`src/rtl/bldc_velocity_loop.sv`:
```
// bldc_velocity_loop
//   Closed-loop velocity core for one BLDC axis. Counts signed encoder ticks
//   over a fixed sample window, IIR-filters the count, runs a saturating PI
//   law with anti-windup and sequences rotor alignment before closed-loop run.
//
//   Optional feature macro: BLDC_VEL_STALL_DETECT_EN
//     defined   : saturated-gain / zero-tick windows are counted; after
//                 STALL_WINDOWS consecutive ones the loop enters FAULT.
//     undefined : no stall counter, FAULT unreachable, fault tied low.
//
// Ports
//   clk                       in  system clock, rising edge
//   reset                     in  asynchronous active-low reset
//   enable                    in  1 = run loop, 0 = return to IDLE
//   desired_velocity          in  signed setpoint, ticks per window
//   encoder_change            in  one-cycle pulse per encoder tick
//   encoder_direction         in  1 = forward (+1), 0 = reverse (-1)
//   measured_velocity         out signed filtered velocity
//   output_gain               out signed gain to commutation
//   sample_valid              out one-cycle pulse when output_gain updates in RUN
//   reset_encoder_count       out high throughout ALIGN
//   apply_initial_commutation out high throughout ALIGN
//   fault                     out high in FAULT
module bldc_velocity_loop #(
  parameter int VEL_W         = 16,
  parameter int GAIN_W        = 12,
  parameter int SAMPLE_CYCLES = 50000,
  parameter int FILT_SHIFT    = 2,
  parameter int KP            = 10,
  parameter int KI            = 1,
  parameter int ALIGN_CYCLES  = 100000,
  parameter int ALIGN_GAIN    = 512,
  parameter int STALL_WINDOWS = 8
) (
  input  logic              clk,
  input  logic              reset,
  input  logic              enable,
  input  logic [VEL_W-1:0]  desired_velocity,
  input  logic              encoder_change,
  input  logic              encoder_direction,
  output logic [VEL_W-1:0]  measured_velocity,
  output logic [GAIN_W-1:0] output_gain,
  output logic              sample_valid,
  output logic              reset_encoder_count,
  output logic              apply_initial_commutation,
  output logic              fault
);

  localparam int FW    = VEL_W + 1;   // filter / error width
  localparam int AW    = VEL_W + 34;  // PI accumulation width, no overflow for 32-bit gains
  localparam int WIN_W = $clog2(SAMPLE_CYCLES);
  localparam int ALN_W = $clog2(ALIGN_CYCLES + 1);

  localparam logic [WIN_W-1:0] WIN_LAST   = WIN_W'(SAMPLE_CYCLES - 1);
  localparam logic [ALN_W-1:0] ALIGN_LAST = ALN_W'(ALIGN_CYCLES - 1);

  localparam logic signed [VEL_W-1:0] TICK_MAX   = {1'b0, {(VEL_W-1){1'b1}}};
  localparam logic signed [VEL_W-1:0] TICK_MIN   = -TICK_MAX;
  localparam logic signed [VEL_W:0]   TICK_MAX_E = {2'b00, {(VEL_W-1){1'b1}}};
  localparam logic signed [VEL_W:0]   TICK_MIN_E = -TICK_MAX_E;
  localparam logic signed [VEL_W:0]   TICK_ONE   = {{VEL_W{1'b0}}, 1'b1};

  localparam logic signed [GAIN_W-1:0] GMAX_G       = {1'b0, {(GAIN_W-1){1'b1}}};
  localparam logic signed [GAIN_W-1:0] GMIN_G       = -GMAX_G;
  localparam logic signed [AW-1:0]     GMAX_A       = AW'(GMAX_G);
  localparam logic signed [AW-1:0]     GMIN_A       = -GMAX_A;
  localparam logic signed [AW-1:0]     KP_A         = AW'(KP);
  localparam logic signed [AW-1:0]     KI_A         = AW'(KI);
  localparam logic signed [GAIN_W-1:0] ALIGN_GAIN_G = GAIN_W'(ALIGN_GAIN);

  typedef enum logic [1:0] {
    S_IDLE,
    S_ALIGN,
    S_RUN,
    S_FAULT
  } state_e;

  state_e                     state_q, state_d;
  logic [ALN_W-1:0]           align_cnt_q, align_cnt_d;
  logic [WIN_W-1:0]           win_cnt_q, win_cnt_d;
  logic signed [VEL_W-1:0]    tick_cnt_q, tick_cnt_d;
  logic signed [FW-1:0]       filt_q, filt_d;
  logic                       vld1_q, vld1_d;
  logic signed [GAIN_W-1:0]   integ_q, integ_d;
  logic signed [GAIN_W-1:0]   gain_q, gain_d;
  logic                       sample_valid_q, sample_valid_d;
  logic                       align_q, align_d;

  logic                       win_end;
  logic signed [VEL_W:0]      tick_delta;
  logic signed [VEL_W:0]      tick_sum;
  logic signed [VEL_W-1:0]    raw_sat;
  logic signed [FW:0]         raw_e;
  logic signed [FW:0]         filt_e;
  logic signed [FW:0]         diff;
  logic signed [FW-1:0]       filt_next;
  logic signed [FW-1:0]       des_e;
  logic signed [FW-1:0]       err;
  logic signed [AW-1:0]       err_a;
  logic signed [AW-1:0]       integ_a;
  logic signed [AW-1:0]       u;
  logic signed [AW-1:0]       i_sum;
  logic                       u_hi, u_lo;
  logic                       windup;
  logic signed [GAIN_W-1:0]   gain_pi;
  logic signed [GAIN_W-1:0]   integ_pi;
  logic                       stall_hit;

  // Tick accumulation, filter and PI arithmetic.
  always_comb begin
    win_end = (state_q == S_RUN) && (win_cnt_q == WIN_LAST);

    // A tick arriving on the window-end cycle is folded into the closing window.
    tick_delta = '0;
    if (encoder_change) begin
      tick_delta = encoder_direction ? TICK_ONE : '1;
    end
    tick_sum = {tick_cnt_q[VEL_W-1], tick_cnt_q} + tick_delta;
    if (tick_sum > TICK_MAX_E) begin
      raw_sat = TICK_MAX;
    end else if (tick_sum < TICK_MIN_E) begin
      raw_sat = TICK_MIN;
    end else begin
      raw_sat = tick_sum[VEL_W-1:0];
    end

    raw_e     = {{2{raw_sat[VEL_W-1]}}, raw_sat};
    filt_e    = {filt_q[FW-1], filt_q};
    diff      = raw_e - filt_e;
    filt_next = filt_q + FW'(diff >>> FILT_SHIFT);

    des_e   = {desired_velocity[VEL_W-1], desired_velocity};
    err     = des_e - filt_q;
    err_a   = AW'(err);
    integ_a = AW'(integ_q);
    u       = KP_A * err_a + integ_a;
    u_hi    = u > GMAX_A;
    u_lo    = u < GMIN_A;
    if (u_hi) begin
      gain_pi = GMAX_G;
    end else if (u_lo) begin
      gain_pi = GMIN_G;
    end else begin
      gain_pi = u[GAIN_W-1:0];
    end

    i_sum = integ_a + KI_A * err_a;
    if (i_sum > GMAX_A) begin
      integ_pi = GMAX_G;
    end else if (i_sum < GMIN_A) begin
      integ_pi = GMIN_G;
    end else begin
      integ_pi = i_sum[GAIN_W-1:0];
    end

    // Freeze the integrator only when it would push further into saturation.
    windup = (u_hi || u_lo) && (err != '0) && (u[AW-1] == err[FW-1]);
  end

`ifdef BLDC_VEL_STALL_DETECT_EN
  localparam int STL_W = $clog2(STALL_WINDOWS + 1);

  logic [STL_W-1:0] stall_cnt_q, stall_cnt_d;
  logic             stall_win;
  logic             fault_q, fault_d;

  always_comb begin
    stall_win   = win_end && (raw_sat == '0) && ((gain_q == GMAX_G) || (gain_q == GMIN_G));
    stall_hit   = stall_win && (stall_cnt_q == STL_W'(STALL_WINDOWS - 1));
    stall_cnt_d = stall_cnt_q;
    if ((state_q != S_RUN) || !enable) begin
      stall_cnt_d = '0;
    end else if (win_end) begin
      stall_cnt_d = stall_win ? stall_cnt_q + 1'b1 : '0;
    end
    fault_d = (state_d == S_FAULT);
  end

  always_ff @(posedge clk or negedge reset) begin
    if (!reset) begin
      stall_cnt_q <= '0;
      fault_q     <= 1'b0;
    end else begin
      stall_cnt_q <= stall_cnt_d;
      fault_q     <= fault_d;
    end
  end

  assign fault = fault_q;
`else
  assign stall_hit = 1'b0;
  assign fault     = 1'b0;
`endif

  // Next-state and datapath register updates, keyed on the state being entered
  // so that every registered output lines up with state_q.
  always_comb begin
    state_d = state_q;
    unique case (state_q)
      S_IDLE:  if (enable) state_d = S_ALIGN;
      S_ALIGN: if (align_cnt_q == ALIGN_LAST) state_d = S_RUN;
      S_RUN:   if (stall_hit) state_d = S_FAULT;
      S_FAULT: state_d = S_FAULT;
      default: state_d = S_IDLE;
    endcase
    if (!enable) begin
      state_d = S_IDLE;
    end

    align_cnt_d    = '0;
    win_cnt_d      = '0;
    tick_cnt_d     = '0;
    filt_d         = filt_q;
    vld1_d         = 1'b0;
    integ_d        = integ_q;
    gain_d         = '0;
    sample_valid_d = 1'b0;
    align_d        = (state_d == S_ALIGN);

    unique case (state_d)
      S_IDLE: begin
        filt_d  = '0;
        integ_d = '0;
      end
      S_ALIGN: begin
        if (state_q == S_ALIGN) begin
          align_cnt_d = align_cnt_q + 1'b1;
        end
        integ_d = '0;
        gain_d  = ALIGN_GAIN_G;
      end
      S_RUN: begin
        if (state_q != S_RUN) begin
          // Closed loop starts from a zero gain and empty integrator.
          integ_d = '0;
        end else begin
          win_cnt_d  = win_end ? '0 : win_cnt_q + 1'b1;
          tick_cnt_d = win_end ? '0 : raw_sat;
          gain_d     = gain_q;
          if (win_end) begin
            filt_d = filt_next;
            vld1_d = 1'b1;
          end
          if (vld1_q) begin
            gain_d         = gain_pi;
            sample_valid_d = 1'b1;
            if (!windup) begin
              integ_d = integ_pi;
            end
          end
        end
      end
      S_FAULT: begin
      end
      default: begin
      end
    endcase
  end

  always_ff @(posedge clk or negedge reset) begin
    if (!reset) begin
      state_q        <= S_IDLE;
      align_cnt_q    <= '0;
      win_cnt_q      <= '0;
      tick_cnt_q     <= '0;
      filt_q         <= '0;
      vld1_q         <= 1'b0;
      integ_q        <= '0;
      gain_q         <= '0;
      sample_valid_q <= 1'b0;
      align_q        <= 1'b0;
    end else begin
      state_q        <= state_d;
      align_cnt_q    <= align_cnt_d;
      win_cnt_q      <= win_cnt_d;
      tick_cnt_q     <= tick_cnt_d;
      filt_q         <= filt_d;
      vld1_q         <= vld1_d;
      integ_q        <= integ_d;
      gain_q         <= gain_d;
      sample_valid_q <= sample_valid_d;
      align_q        <= align_d;
    end
  end

  assign measured_velocity         = filt_q[VEL_W-1:0];
  assign output_gain               = gain_q;
  assign sample_valid              = sample_valid_q;
  assign reset_encoder_count       = align_q;
  assign apply_initial_commutation = align_q;

endmodule

```
`config.mk`:
```
export PLATFORM = sky130hd
export DESIGN_NAME = bldc_velocity_loop
export DESIGN_NICKNAME = d
export VERILOG_FILES = /design/src/rtl/bldc_velocity_loop.sv
export SDC_FILE = /design/constraint.sdc
export NUM_CORES = 1
export LEC_CHECK = 0
export ABC_AREA = 1
export ABC_CLOCK_PERIOD_IN_PS = 15260
export CELL_PAD_IN_SITES_DETAIL_PLACEMENT = 1
export CELL_PAD_IN_SITES_GLOBAL_PLACEMENT = 2
export CORE_UTILIZATION = 38
export DETAILED_ROUTE_END_ITERATION = 10
export PLACE_DENSITY = 0.95
export SLEW_MARGIN = 20
export SYNTH_ARGS = -nofsm -noshare
export SYNTH_HDL_FRONTEND = slang
export SYNTH_SLANG_ARGS = --single-unit
```
`constraint.sdc`:
```
create_clock -name clk -period 15.26 [get_ports clk]
set_input_delay 2.289 -clock clk [delete_from_list [all_inputs] [get_ports clk]]
set_output_delay 2.289 -clock clk [all_outputs]
set_load 0.02 [all_outputs]
```
# Word level (Yosys, flattened, before mapping)
# Cells that the tools add are included.
totals:
  ff_bits: 95
  in_bits: 21
  out_inout_bits: 32
  wordCells: 85
op_classes:
  add_sub_neg: 8
  multipliers: 1
  order_cmp: 6
  n_eq_ne: 13
  mux: 35
  reduce_logical: 12
ops:
  columns: ["operator", "n"]
  rows:
  - ["$mux 16", 8]
  - ["$mux 12", 9]
  - ["$mux 17", 6]
  - ["$pmux 12 s2", 2]
  - ["$pmux 17 s2", 1]
  - ["$add 22x12->23", 1]
  - ["$gt 23x12->1 const B", 1]
  - ["$lt 23x12->1 const B", 1]
  - ["$mul 4x17->21 const A", 1]
  - ["$add 12x17->18", 1]
  - ["$gt 18x12->1 const B", 1]
  - ["$lt 18x12->1 const B", 1]
  - ["$sub 16x17->18", 1]
  - ["$add 17x1->17 const B", 1]
  - ["$add 17x16->17", 1]
  - ["$add 17x17->17", 1]
  - ["$eq 17x17->1 const B", 1]
  - ["$gt 17x16->1 const B", 1]
  - ["$lt 17x16->1 const B", 1]
  - ["$reduce_bool 17->1", 1]
  - ["$sub 16x17->17", 1]
  - ["$add 16x1->16 const B", 1]
  - ["$eq 16x16->1 const B", 1]
  - ["$pmux 2 s4", 1]
  - ["other kinds (13)", 30]

# Logic depth before layout (Yosys ltp)
logic_depth:
  depth_word: 11
  depth_mapped: 47
  depth_no_buf: 46

# Least setup slack after synthesis
# OpenSTA, ideal clock, no wires.
synth_timing:
  kind: "input to register"
  startpoint: "input desired_velocity[0]"
  endpoint: "register integ_q[11]"
  setup_ns: 0.120
  arrival_time_ns: 7.814
  required_ns: 15.140
  path_slack_ns: 7.326
  cell_stages: 43
  n_path_buf: 1
  path_cell_list: "inv_1 > ha_1 > fa_1 > nand3b_1 > nand2_1 > nand2_1 > nand2_1 > o21ai_1 > o21ai_2 > a31oi_1 > xor2_1 > inv_1 > nor2_1 > nor2_1 > ha_1 > nand2_1 > nor3_1 > a21oi_1 > [... 7 more ...] > xor2_1 > inv_1 > ha_1 > nand4_1 > nor4_1 > o21ai_0 > nand3_1 > nand2_1 > nand2_1 > nand3_1 > nand3b_1 > nand3_2 > nand2_2 > nand4_4 > nand2_2 > buf_6 > nand2_1 > nand2_1"
synth_between:
  elab_chain_len: 9
  elab_cells_between_ends: 21
  classes_between: "add/sub: 3; mul: 1; order compare: 4; eq/ne: 2; mux: 6; reduce/logical: 5"
synth_lines:
  columns: ["item", "line", "rtl"]
  rows:
  - ["start: declaration", "38", "input logic [VEL_W-1:0] desired_velocity,"]
  - ["$sub 16x17->17 *", "133", "err = des_e - filt_q;"]
  - ["$mul 4x17->21 or $add 12x17->18 (tied branches)", "136, 147", null]
  - ["$add 22x12->23 or $lt 18x12->1 (tied branches)", "136, 150", null]
  - ["$gt 23x12->1, or another cell as far along", "137", "u_hi = u > GMAX_A;"]
  - ["$logic_or 1x1->1 or $mux 12 (tied branches)", "157, 148", null]
  - ["$logic_and 1x1->1 or $mux 12 (tied branches)", "157, 247", null]
  - ["$logic_and 1x1->1 or $mux 12 (tied branches)", "157, 244", null]
  - ["$ne 3x3->1 (no line) or $mux 12 (tied branches)", null, null]
  - ["$reduce_and 3->1 (no line) or $pmux 12 s2 (tied branches)", null, null]
  - ["end signal: assignment", "279", "integ_q <= integ_d;"]
  - ["end: declaration", "84", "logic signed [GAIN_W-1:0] integ_q, integ_d;"]
# Mark *: on every way between the ends. The rest lies on a longest branch, timed or not. The select of a mux whose other input is x is not followed.
# A chain may end at the register's enable or synchronous reset.

# Worst setup path in the final report
layout_timing:
  startpoint: "input desired_velocity[0]"
  endpoint: "register integ_q[3]"
# The elaborated chain is that of the path after synthesis.

==> flow_metrics.env <==
export IMPL_drt_met1_wl_mm=18.6
export IMPL_crit_buf_inv=4
export IMPL_grt_max_degree=73
export IMPL_final_cells=2160
export IMPL_area_delta_synth_final_pct=10.1
export IMPL_std_cell_rows=62
export IMPL_synth_area_um2=11200
export IMPL_nFillCells=3877
export IMPL_clk_latency_ns=0.36
export IMPL_grt_overflow=0
export IMPL_die_width_um=174
export IMPL_viasPerCell=5.27
export IMPL_globalplace_congestion=0.897
export IMPL_reg2reg_depth=41
export IMPL_cts_tree="built"
export IMPL_ys_seq_elements=95
export IMPL_drt_first_pass_iters=5
export IMPL_crit_type="in2reg"
export IMPL_nets=1929
export IMPL_worstSetupStartpointType="input port"
export IMPL_die_area_um2=30100
export IMPL_hold_depth=1
export IMPL_cp_common_cell="nand2_1"
export IMPL_timing_final_crit_period_ns=9.17
export IMPL_max_freq_mhz=109
export IMPL_grt_pass1_vias=11500
export IMPL_h_tree_depth=3
export IMPL_slew_violations=0
export IMPL_drc=0
export IMPL_min_path_type="reg2reg"
export IMPL_worst_setup_path_end_kind="flop"
export IMPL_path_max_fanout=13
export IMPL_clk_path_buf_depth=2
export IMPL_synth_warnings=0
export IMPL_ir_drop_v=0.0000498
export IMPL_clock_skew_ns=0.00923
export IMPL_wl_met3_mm=1.12
export IMPL_grt_pass1_wl_mm=59.3
export IMPL_syn_inst=1734
export IMPL_top_layer="met5"
export IMPL_start_util=0.388
export IMPL_clock_sinks=95
export IMPL_floorplan_core_area_um2=28900
export IMPL_worst_ep_required_time_ns=15.51
export IMPL_holdWs_ns=0.466
export IMPL_vias=11400
export IMPL_leakage_nw=6.43
export IMPL_slew_headroom=0.340
export IMPL_hold_violations=0
export IMPL_cts_resized=0
export IMPL_worstReg2RegEnd="integ_q[3]$_DFFE_PN0P_"
export IMPL_place_hpwl_mm=30.2
export IMPL_synthArstFlopShare=1.00
export IMPL_antenna_found_initial=1
export IMPL_startpoint="desired_velocity[0]"
export IMPL_track_usage=0.243
export IMPL_drive_gt1_frac=0.0259
export IMPL_clockRootBuffer="clkbuf_16"
export IMPL_fp_dieH_um=174
export IMPL_r2r_start="filt_q[0]$_DFFE_PN0P_"
export IMPL_synth_top_area_frac=0.212
export IMPL_final_period_utilization=0.601
export IMPL_ys_seq_area_frac=0.212
export IMPL_tightest_slew_ns=0.989
export IMPL_cts_clk_slew_worst_paths_ns=0.08
export IMPL_ys_types=52
export IMPL_powerDensity_nw_per_um2=75.5
export IMPL_antennaDiodeCount=0
export IMPL_status="complete, no violations"
export IMPL_yosysTopAreaCell="dfrtp_1"
export IMPL_post_cts_buffers=0
export IMPL_place_inst=2144
export IMPL_rrSetupSlack_ns=8.09
export IMPL_endpoint="integ_q[3]$_DFFE_PN0P_"
export IMPL_pin_count=53
export IMPL_ys_flop_type="dfrtp_1"
export IMPL_rsz0062_at_grt="false"
export IMPL_hold_buffers=0
export IMPL_drt_iter0_drc=655
export IMPL_wl_per_cell_um=16.7
export IMPL_syn_nets=1892
export IMPL_synth_area_top_cells="dfrtp_1, ha_1, nand2_1, inv_1, a21oi_1"
export IMPL_numCtsBuffers=9
export IMPL_cp_slowest_cell="clkdlybuf4s50_1"
export IMPL_synth_edf_count=0
export IMPL_io_buffers=51
export IMPL_arrival_ns=9.42
export IMPL_cp_depth=43
export IMPL_wl_mm=36.0
export IMPL_critPathMaxStageDelay_ns=0.47
export IMPL_drtAntennaViolNets=0
export IMPL_tns_ns=0
export IMPL_crit_family="simple AND/OR/NAND/NOR gates"
export IMPL_setup_viol=0
export IMPL_max_cap_viol_count=0
export IMPL_synth_avg_cell_area_um2=6.46
export IMPL_met2_length_mm=15.8
==> metrics by stage <==
stage	utilization	instance area, um^2	power (mW)	setup slack, ns
final	0.427	12300	0.931	6.09
after global routing	0.427	12300	0.999	4.90
after CTS	0.427	12300	0.933	6.03
after detailed placement	0.417	12000	0.692	5.69
after global placement	0.417	12000	0.681	6.01
after floorplan	-	11200	0.575	7.33
==> worst min path at each step <==
stage	startpoint	endpoint
floorplan	align_cnt_q[0]$_DFF_PN0_	align_cnt_q[0]$_DFF_PN0_
global placement	win_cnt_q[0]$_DFF_PN0_	win_cnt_q[0]$_DFF_PN0_
detailed placement	win_cnt_q[0]$_DFF_PN0_	win_cnt_q[0]$_DFF_PN0_
CTS	win_cnt_q[0]$_DFF_PN0_	win_cnt_q[0]$_DFF_PN0_
global route	win_cnt_q[0]$_DFF_PN0_	win_cnt_q[0]$_DFF_PN0_
finish	win_cnt_q[0]$_DFF_PN0_	win_cnt_q[0]$_DFF_PN0_
==> cells in the final DEF (no fill, tap or decap), types with 3 or more instances in the layout <==
| master | netlist | routed |
|---|---|---|
| nor2_1 | 188 | 188 |
| or2_2 | 3 | 3 |
| dfrtp_1 | 95 | 95 |
| a21o_1 | 6 | 6 |
| o211ai_1 | 7 | 7 |
| buf_4 | 20 | 6 |
| nand3_2 | 3 | 3 |
| o21bai_1 | 9 | 9 |
| nand3b_1 | 17 | 17 |
| nor4_1 | 11 | 11 |
| a31oi_1 | 5 | 5 |
| nor3b_1 | 4 | 4 |
| a21oi_1 | 149 | 149 |
| xnor2_1 | 14 | 14 |
| o31ai_1 | 5 | 5 |
| fa_1 | 6 | 6 |
| nand2_2 | 8 | 8 |
| and2_1 | 3 | 3 |
| nand4_1 | 31 | 31 |
| inv_1 | 273 | 273 |
| o21ai_0 | 90 | 90 |
| nor3_1 | 36 | 36 |
| xor2_1 | 53 | 53 |
| ha_1 | 131 | 131 |
| a211oi_1 | 6 | 6 |
| clkbuf_16 | 0 | 9 |
| nand3_1 | 108 | 108 |
| nand2_1 | 416 | 416 |
| clkdlybuf4s50_1 | 0 | 50 |
| o22ai_1 | 3 | 3 |
==> state kept, by name, indices dropped and copies added (netlist names) <==
signal / flops
state_q: 2
align_cnt_q: 17
filt_q: 17
integ_q: 12
sample_valid: 1
apply_initial_commutation: 1
win_cnt_q: 16
tick_cnt_q: 16
output_gain: 12
vld1_q: 1
==> synth_stat cells, types with 11 or more instances <==
cell / instances
xnor2_1: 14
nor3_1: 36
xor2_1: 53
a21oi_1: 149
dfrtp_1: 95
nand2_1: 416
nand3_1: 108
nand3b_1: 17
ha_1: 131
nor2_1: 188
nor4_1: 11
o21ai_0: 90
buf_4: 20
nand4_1: 31
inv_1: 273
==> worst reg2reg max path: cells and delay by family (launching register included) <==
family / cells / cell delay, ns
adder cells (fa/ha/maj): 4 / 1.39
flip-flops: 1 / 0.48
XOR/XNOR: 2 / 0.58
AO/OA/AOI/OAI: 10 / 1.64
AND/OR/NAND/NOR: 23 / 2.82
buffers and inverters: 2 / 0.16
==> power by group <==
| group | switching, mW | total (mW) | internal, mW |
|---|---|---|---|
| Clock | 0.121 | 0.239 | 0.117 |
| Combinational | 0.295 | 0.439 | 0.144 |
| Sequential | 0.000522 | 0.253 | 0.252 |
| Total | 0.417 | 0.931 | 0.514 |
==> area by class of cell <==
cell class / count / area (um^2) / area share
Clock buffer: 9 / 225 / 0.0183
Tap cell: 384 / 480 / 0.0390
Inverter: 274 / 1030 / 0.0834
Sequential cell: 95 / 2380 / 0.193
Multi-Input combinational cell: 1335 / 7590 / 0.616
Timing Repair Buffer: 56 / 546 / 0.0442
Clock inverter: 7 / 81.3 / 0.00660
==> logic make-up after synthesis <==
family	Yosys count	share of synthesized area
XOR/XNOR	70	0.0578
AND/OR/NAND/NOR	832	0.319
flip-flops	95	0.212
adder cells (fa/ha/maj)	137	0.157
AO/OA/AOI/OAI	295	0.144
buffers and inverters	304	0.109
other	1	0.000335
==> per-layer routing <==
metal / global-route usage / vias up
li1: - / 5742
met2: 0.390 / 179
met4: 0.0461 / 2
met5: 0 / -
met3: 0.0279 / 37
met1: 0.351 / 5430
(Power assumes the default switching activity.)
